### src/rtl/fifo_pkg.sv
// Shared sizing helpers and default parameters for the parametrised synchronous FIFO.
package fifo_pkg;

   localparam int DEF_DATA_W = 4;
   localparam int DEF_DEPTH  = 8;
   localparam int DEF_AF     = 6;
   localparam int DEF_AE     = 2;

   // Smallest r with 2**r >= value; elaboration-time only.
   function automatic int clog2(input int value);
      int r;
      r = 0;
      for (int i = 0; i < 31; i++) begin
         if ((1 << i) < value) r = i + 1;
      end
      return r;
   endfunction

endpackage

### src/rtl/fifo_mem.sv
// FIFO storage: synchronous write port, asynchronous read port, no reset on the array.
module fifo_mem
   import fifo_pkg::*;
#(
   parameter int  DATA_W = DEF_DATA_W,
   parameter int  DEPTH  = DEF_DEPTH,
   localparam int AW     = clog2(DEPTH)
) (
   input  logic              clk,
   input  logic              we,
   input  logic [AW-1:0]     waddr,
   input  logic [DATA_W-1:0] wdata,
   input  logic [AW-1:0]     raddr,
   output logic [DATA_W-1:0] rdata
);

   logic [DATA_W-1:0] mem [DEPTH];

   always_ff @(posedge clk) begin
      if (we) mem[waddr] <= wdata;
   end

   assign rdata = mem[raddr];

endmodule

### src/rtl/sync_fifo_param.sv
// Parametrised synchronous FIFO with occupancy count, threshold flags, sticky
// error flags and selectable registered or first-word-fall-through read.
module sync_fifo_param
   import fifo_pkg::*;
#(
   parameter int  DATA_W    = DEF_DATA_W,
   parameter int  DEPTH     = DEF_DEPTH,
   parameter int  AF_THRESH = DEF_AF,
   parameter int  AE_THRESH = DEF_AE,
   parameter int  FWFT      = 0,
   localparam int AW        = clog2(DEPTH),
   localparam int PW        = AW + 1
) (
   input  logic              clk,
   input  logic              rst,
   input  logic              wr_rq,
   input  logic [DATA_W-1:0] wdata,
   input  logic              rd_rq,
   output logic [DATA_W-1:0] rdata,
   output logic              rd_valid,
   output logic              full,
   output logic              empty,
   output logic              almost_full,
   output logic              almost_empty,
   output logic [PW-1:0]     count,
   output logic              overflow,
   output logic              underflow,
   input  logic              clr_err
);

   localparam logic [PW-1:0] DEPTH_P = PW'(DEPTH);
   localparam logic [PW-1:0] AF_P    = PW'(AF_THRESH);
   localparam logic [PW-1:0] AE_P    = PW'(AE_THRESH);

   logic [PW-1:0]     wr_ptr_reg;
   logic [PW-1:0]     rd_ptr_reg;
   logic              overflow_reg;
   logic              underflow_reg;
   logic              rd_acc;
   logic              wr_acc;
   logic [DATA_W-1:0] mem_rdata;

   // The extra wrap bit lets the pointer difference span 0..DEPTH without ambiguity.
   assign count        = wr_ptr_reg - rd_ptr_reg;
   assign empty        = (count == '0);
   assign full         = (count == DEPTH_P);
   assign almost_full  = (count >= AF_P);
   assign almost_empty = (count <= AE_P);

   // A full FIFO still takes a write when a read frees a slot in the same cycle.
   assign rd_acc = rd_rq & ~empty;
   assign wr_acc = wr_rq & (~full | rd_acc);

   always_ff @(posedge clk) begin
      if (rst) begin
         wr_ptr_reg    <= '0;
         rd_ptr_reg    <= '0;
         overflow_reg  <= 1'b0;
         underflow_reg <= 1'b0;
      end else begin
         if (wr_acc) wr_ptr_reg <= wr_ptr_reg + PW'(1);
         if (rd_acc) rd_ptr_reg <= rd_ptr_reg + PW'(1);
         if (wr_rq & ~wr_acc)  overflow_reg <= 1'b1;
         else if (clr_err)     overflow_reg <= 1'b0;
         if (rd_rq & ~rd_acc)  underflow_reg <= 1'b1;
         else if (clr_err)     underflow_reg <= 1'b0;
      end
   end

   assign overflow  = overflow_reg;
   assign underflow = underflow_reg;

   fifo_mem #(
      .DATA_W (DATA_W),
      .DEPTH  (DEPTH)
   ) u_mem (
      .clk   (clk),
      .we    (wr_acc & ~rst),
      .waddr (wr_ptr_reg[AW-1:0]),
      .wdata (wdata),
      .raddr (rd_ptr_reg[AW-1:0]),
      .rdata (mem_rdata)
   );

   generate
      if (FWFT != 0) begin : g_fwft
         // Head word is shown directly; masked to zero so stale entries never leak out.
         assign rdata    = empty ? '0 : mem_rdata;
         assign rd_valid = ~empty;
      end else begin : g_reg
         logic [DATA_W-1:0] rdata_reg;
         logic              rd_valid_reg;

         always_ff @(posedge clk) begin
            if (rst) begin
               rdata_reg    <= '0;
               rd_valid_reg <= 1'b0;
            end else begin
               rd_valid_reg <= rd_acc;
               if (rd_acc) rdata_reg <= mem_rdata;
            end
         end

         assign rdata    = rdata_reg;
         assign rd_valid = rd_valid_reg;
      end
   endgenerate

endmodule
### config.mk
export PLATFORM = sky130hd
export DESIGN_NAME = sync_fifo_param
export DESIGN_NICKNAME = d
export VERILOG_FILES = /design/src/rtl/fifo_pkg.sv /design/src/rtl/fifo_mem.sv /design/src/rtl/sync_fifo_param.sv
export SDC_FILE = /design/constraint.sdc
export NUM_CORES = 1
export LEC_CHECK = 0
export BUFFER_PORTS_ARGS = -buffer_cell sky130_fd_sc_hd__buf_2
export CAP_MARGIN = 0
export CORE_ASPECT_RATIO = 1.75
export CORE_MARGIN = 2
export CORE_UTILIZATION = 48
export DETAILED_ROUTE_END_ITERATION = 10
export PLACE_DENSITY = 0.68
export SETUP_SLACK_MARGIN = 0.5
export SLEW_MARGIN = 20
export SYNTH_ARGS = -nofsm -noshare
export SYNTH_HDL_FRONTEND = slang
export SYNTH_SLANG_ARGS = --single-unit
### constraint.sdc
create_clock -name clk -period 4.4 [get_ports clk]
set_input_delay 1.1 -clock clk [delete_from_list [all_inputs] [get_ports clk]]
set_output_delay 1.1 -clock clk [all_outputs]
set_load 0.005 [all_outputs]
==> results.sh <==
export IMPL_period_needed_ns=3.619
export IMPL_cts_tree="yes"
export IMPL_syn_area_um2=2111
export IMPL_synth_distinct_cells=36
export IMPL_first_iter_violations=40
export IMPL_postCtsSetupBuffers=0
export IMPL_avgSynthCellArea_um2=13.44
export IMPL_nets=199
export IMPL_yosysWarnings=0
export IMPL_r2r_start="rd_ptr_reg[1]"
export IMPL_synth_edf_count=32
export IMPL_comb_power_share_pct=35.4
export IMPL_htreeDepth=2
export IMPL_grt_first_pass_wirelength_um=6327
export IMPL_hold_start="overflow"
export IMPL_regMostFlops="u_mem.mem"
export IMPL_slowest_stage="dfxtp_1"
export IMPL_vias=1294
export IMPL_routedWlPerCell_um=16.54
export IMPL_r2r_end="u_mem.mem[3][1]"
export IMPL_timing_hold_ws_ns=0.4687
export IMPL_period_share_pct=82.26
export IMPL_slowest_delay_ns=0.69
export IMPL_path_clk_slew_ns=0.09
export IMPL_areaGrowthSynthToFinish_pct=14.05
export IMPL_cts_sinks=47
export IMPL_synth_top_cell_area_share_pct=45.52
export IMPL_path_class="flip-flop to output pin"
export IMPL_pin_count=24
export IMPL_startpoint_type="flip-flop"
export IMPL_maxCapViolCount=0
export IMPL_vias_per_cell=5.530
export IMPL_ys_ff_latch=47
export IMPL_peakVddDrop_v=0.0004200
export IMPL_rsz0062_at_grt="no"
export IMPL_yosys_most_used_dff="edfxtp_1"
export IMPL_hold_path_depth=2
export IMPL_r2r_cells=7
export IMPL_p_int_w=0.0009675
export IMPL_rows=31
export IMPL_synth_nets=172
export IMPL_total_power_w=0.001418
export IMPL_largest_register_ffs=32
export IMPL_pwr_share_clk_pct=25.8
export IMPL_antenna_found_initial=0
export IMPL_grt_total_usage_pct=18.30
export IMPL_power_switching_w=0.0004504
export IMPL_cts_buffers=5
export IMPL_drive_above_1_share_pct=25.95
export IMPL_rrSetupSlack_ns=1.41
export IMPL_fmax_ghz=0.2763
export IMPL_worstPathRequired_ns=3.30
export IMPL_drtAntennaViolNets=0
export IMPL_coreArea_um2=4189
export IMPL_dp_hpwl_um=3003
export IMPL_num_antenna_cells=0
export IMPL_die_h_um=91.73
export IMPL_power_density_nw_per_um2=589.0
export IMPL_p_leak_nw=0.9240
export IMPL_hold_end="overflow"
export IMPL_final_setup_viol_count=0
export IMPL_status="finished clean"
export IMPL_crit_chain="inv_1, ha_1, a21oi_1, a21oi_1, nor2_1, inv_1, a211oi_1, buf_2"
export IMPL_clkLatencyLatePin_ns=0.30
export IMPL_clk_path_buf_depth=2
export IMPL_critical_path_endpoint_type="output pin"
export IMPL_cts_root_buf="clkbuf_8"
export IMPL_die_area_um2=4965
export IMPL_hold_viol=0
export IMPL_dpl_cell_count=226
export IMPL_drtPass1Iterations=4
export IMPL_fin_setup_tns_ns=0
export IMPL_portBuffers=23
export IMPL_power_share_switching_pct=31.76
export IMPL_drc=0
export IMPL_cp_arrival_ns=2.52
export IMPL_cts_hold_buf=0
export IMPL_worstMarginPinSlew_ns=0.9614
export IMPL_finalClockSkew_ns=0.009148
export IMPL_cp_max_fo=13
export IMPL_grt_pass1_vias=1346
export IMPL_die_x_um=54.13
export IMPL_initial_utilization_pct=50.39
export IMPL_hp_class="flip-flop to flip-flop"
export IMPL_wl_um=3870
export IMPL_synth_async_reset_ratio_pct=0
export IMPL_gr_total_overflow=0
export IMPL_grt_max_degree=17
export IMPL_drv_slew=0
export IMPL_maxSlewHeadroom_pct=35.52
export IMPL_cts_repair_resized=0
export IMPL_layoutNonFillerInstCount=234
export IMPL_gp_congestion=0.8117
export IMPL_p_seq_share_pct=38.7
export IMPL_netlist_instances=157
export IMPL_synth_area_leaders="edfxtp_1, dfxtp_1, mux4_2, mux2i_1, ha_1"
export IMPL_synth_top_cell_by_area="edfxtp_1"
export IMPL_yosysSeqAreaShare_pct=59.75
==> Yosys cell counts, drive strengths merged (2+ instances only) <==
cell    number
edfxtp      32
nor4         4
mux2i        7
dfxtp       15
buf          2
o31ai        2
o21ai        3
nor3         7
nand3        4
clkbuf       2
or3          2
xor2         3
nor2        12
ha           5
nand2       15
a21o         3
mux4         8
inv         13
a21oi        8
==> worst max-delay path by stage <==
stage,from,to,slack [ns],cells past startpoint
3_5_place_dp,rd_ptr_reg[1],almost_empty,1.14,8
2_1_floorplan,rd_ptr_reg[1],almost_empty,1.36,8
6_report,rd_ptr_reg[1],almost_empty,0.78,8
5_1_grt,rd_ptr_reg[1],almost_empty,0.53,8
4_1_cts,rd_ptr_reg[1],almost_empty,0.78,8
3_3_place_gp,rd_ptr_reg[1],almost_empty,1.30,8
==> layout by cell type, fill, tap and decap left out, types with 2 or more instances in the layout <==
master	netlist	final
nand2_1	15	15
nor3_1	6	6
or3_1	2	2
ha_1	5	5
a21o_1	3	3
dfxtp_1	15	15
inv_1	13	13
mux4_2	8	8
nand3_1	3	3
clkbuf_8	0	5
xor2_1	2	2
o21ai_0	2	2
a21oi_1	7	7
mux2i_1	7	7
bufinv_16	0	2
nor2_1	12	12
nor4_1	4	4
edfxtp_1	32	32
buf_2	1	23
==> through the flow <==
stage          setup slack, ns  instance area, um2  utilization (%)
3_5_place_dp             1.137                2271            54.21
6_report                0.7806                2407            57.47
5_1_grt                 0.5331                2407            57.47
2_1_floorplan            1.359                2111                -
3_3_place_gp             1.297                2271            54.21
4_1_cts                 0.7813                2407            57.47
==> kinds of logic after synthesis <==
logic type      synth area share, %
simple gates                  11.80
flops                         59.75
compound gates                7.231
buf+inv                       3.438
mux                           11.86
fa+ha+maj                     3.912
xor+xnor                      2.016
==> routing by layer <==
layer	up-vias	part of all wire, %	GRT usage [%]
li1	628	-	-
met1	627	36	18.39
met2	31	59	33.53
met3	8	3.7	4.397
met4	0	2.0	7.292
met5	-	0	0
==> cell type report <==
type | instances | area [um2]
sequential | 47 | 1261
inverter | 13 | 48.80
multi-input combinational | 93 | 777.0
tap | 49 | 61.31
clock inverter | 3 | 67.56
timing repair buffer | 24 | 122.6
clock buffer | 5 | 68.82
fill | 342 | 1782
==> power by group through the flow <==
stage               logic (W)  registers [W]  clock network [W]
finish               0.000503       0.000549           0.000366
global route         0.000565       0.000558           0.000394
CTS                  0.000508       0.000550           0.000375
detailed placement   0.000506       0.000560                  0
global placement     0.000484       0.000558                  0
floorplan            0.000367       0.000548                  0
==> worst max-delay path, delay by kind of cell (launching register included) <==
family / cells / cell delay, ns
buffers and inverters: 3 / 0.40
adder cells (fa/ha/maj): 1 / 0.25
AO/OA/AOI/OAI: 3 / 0.54
flip-flops: 1 / 0.69
AND/OR/NAND/NOR: 1 / 0.35
Power figures use the tool's default switching activity.
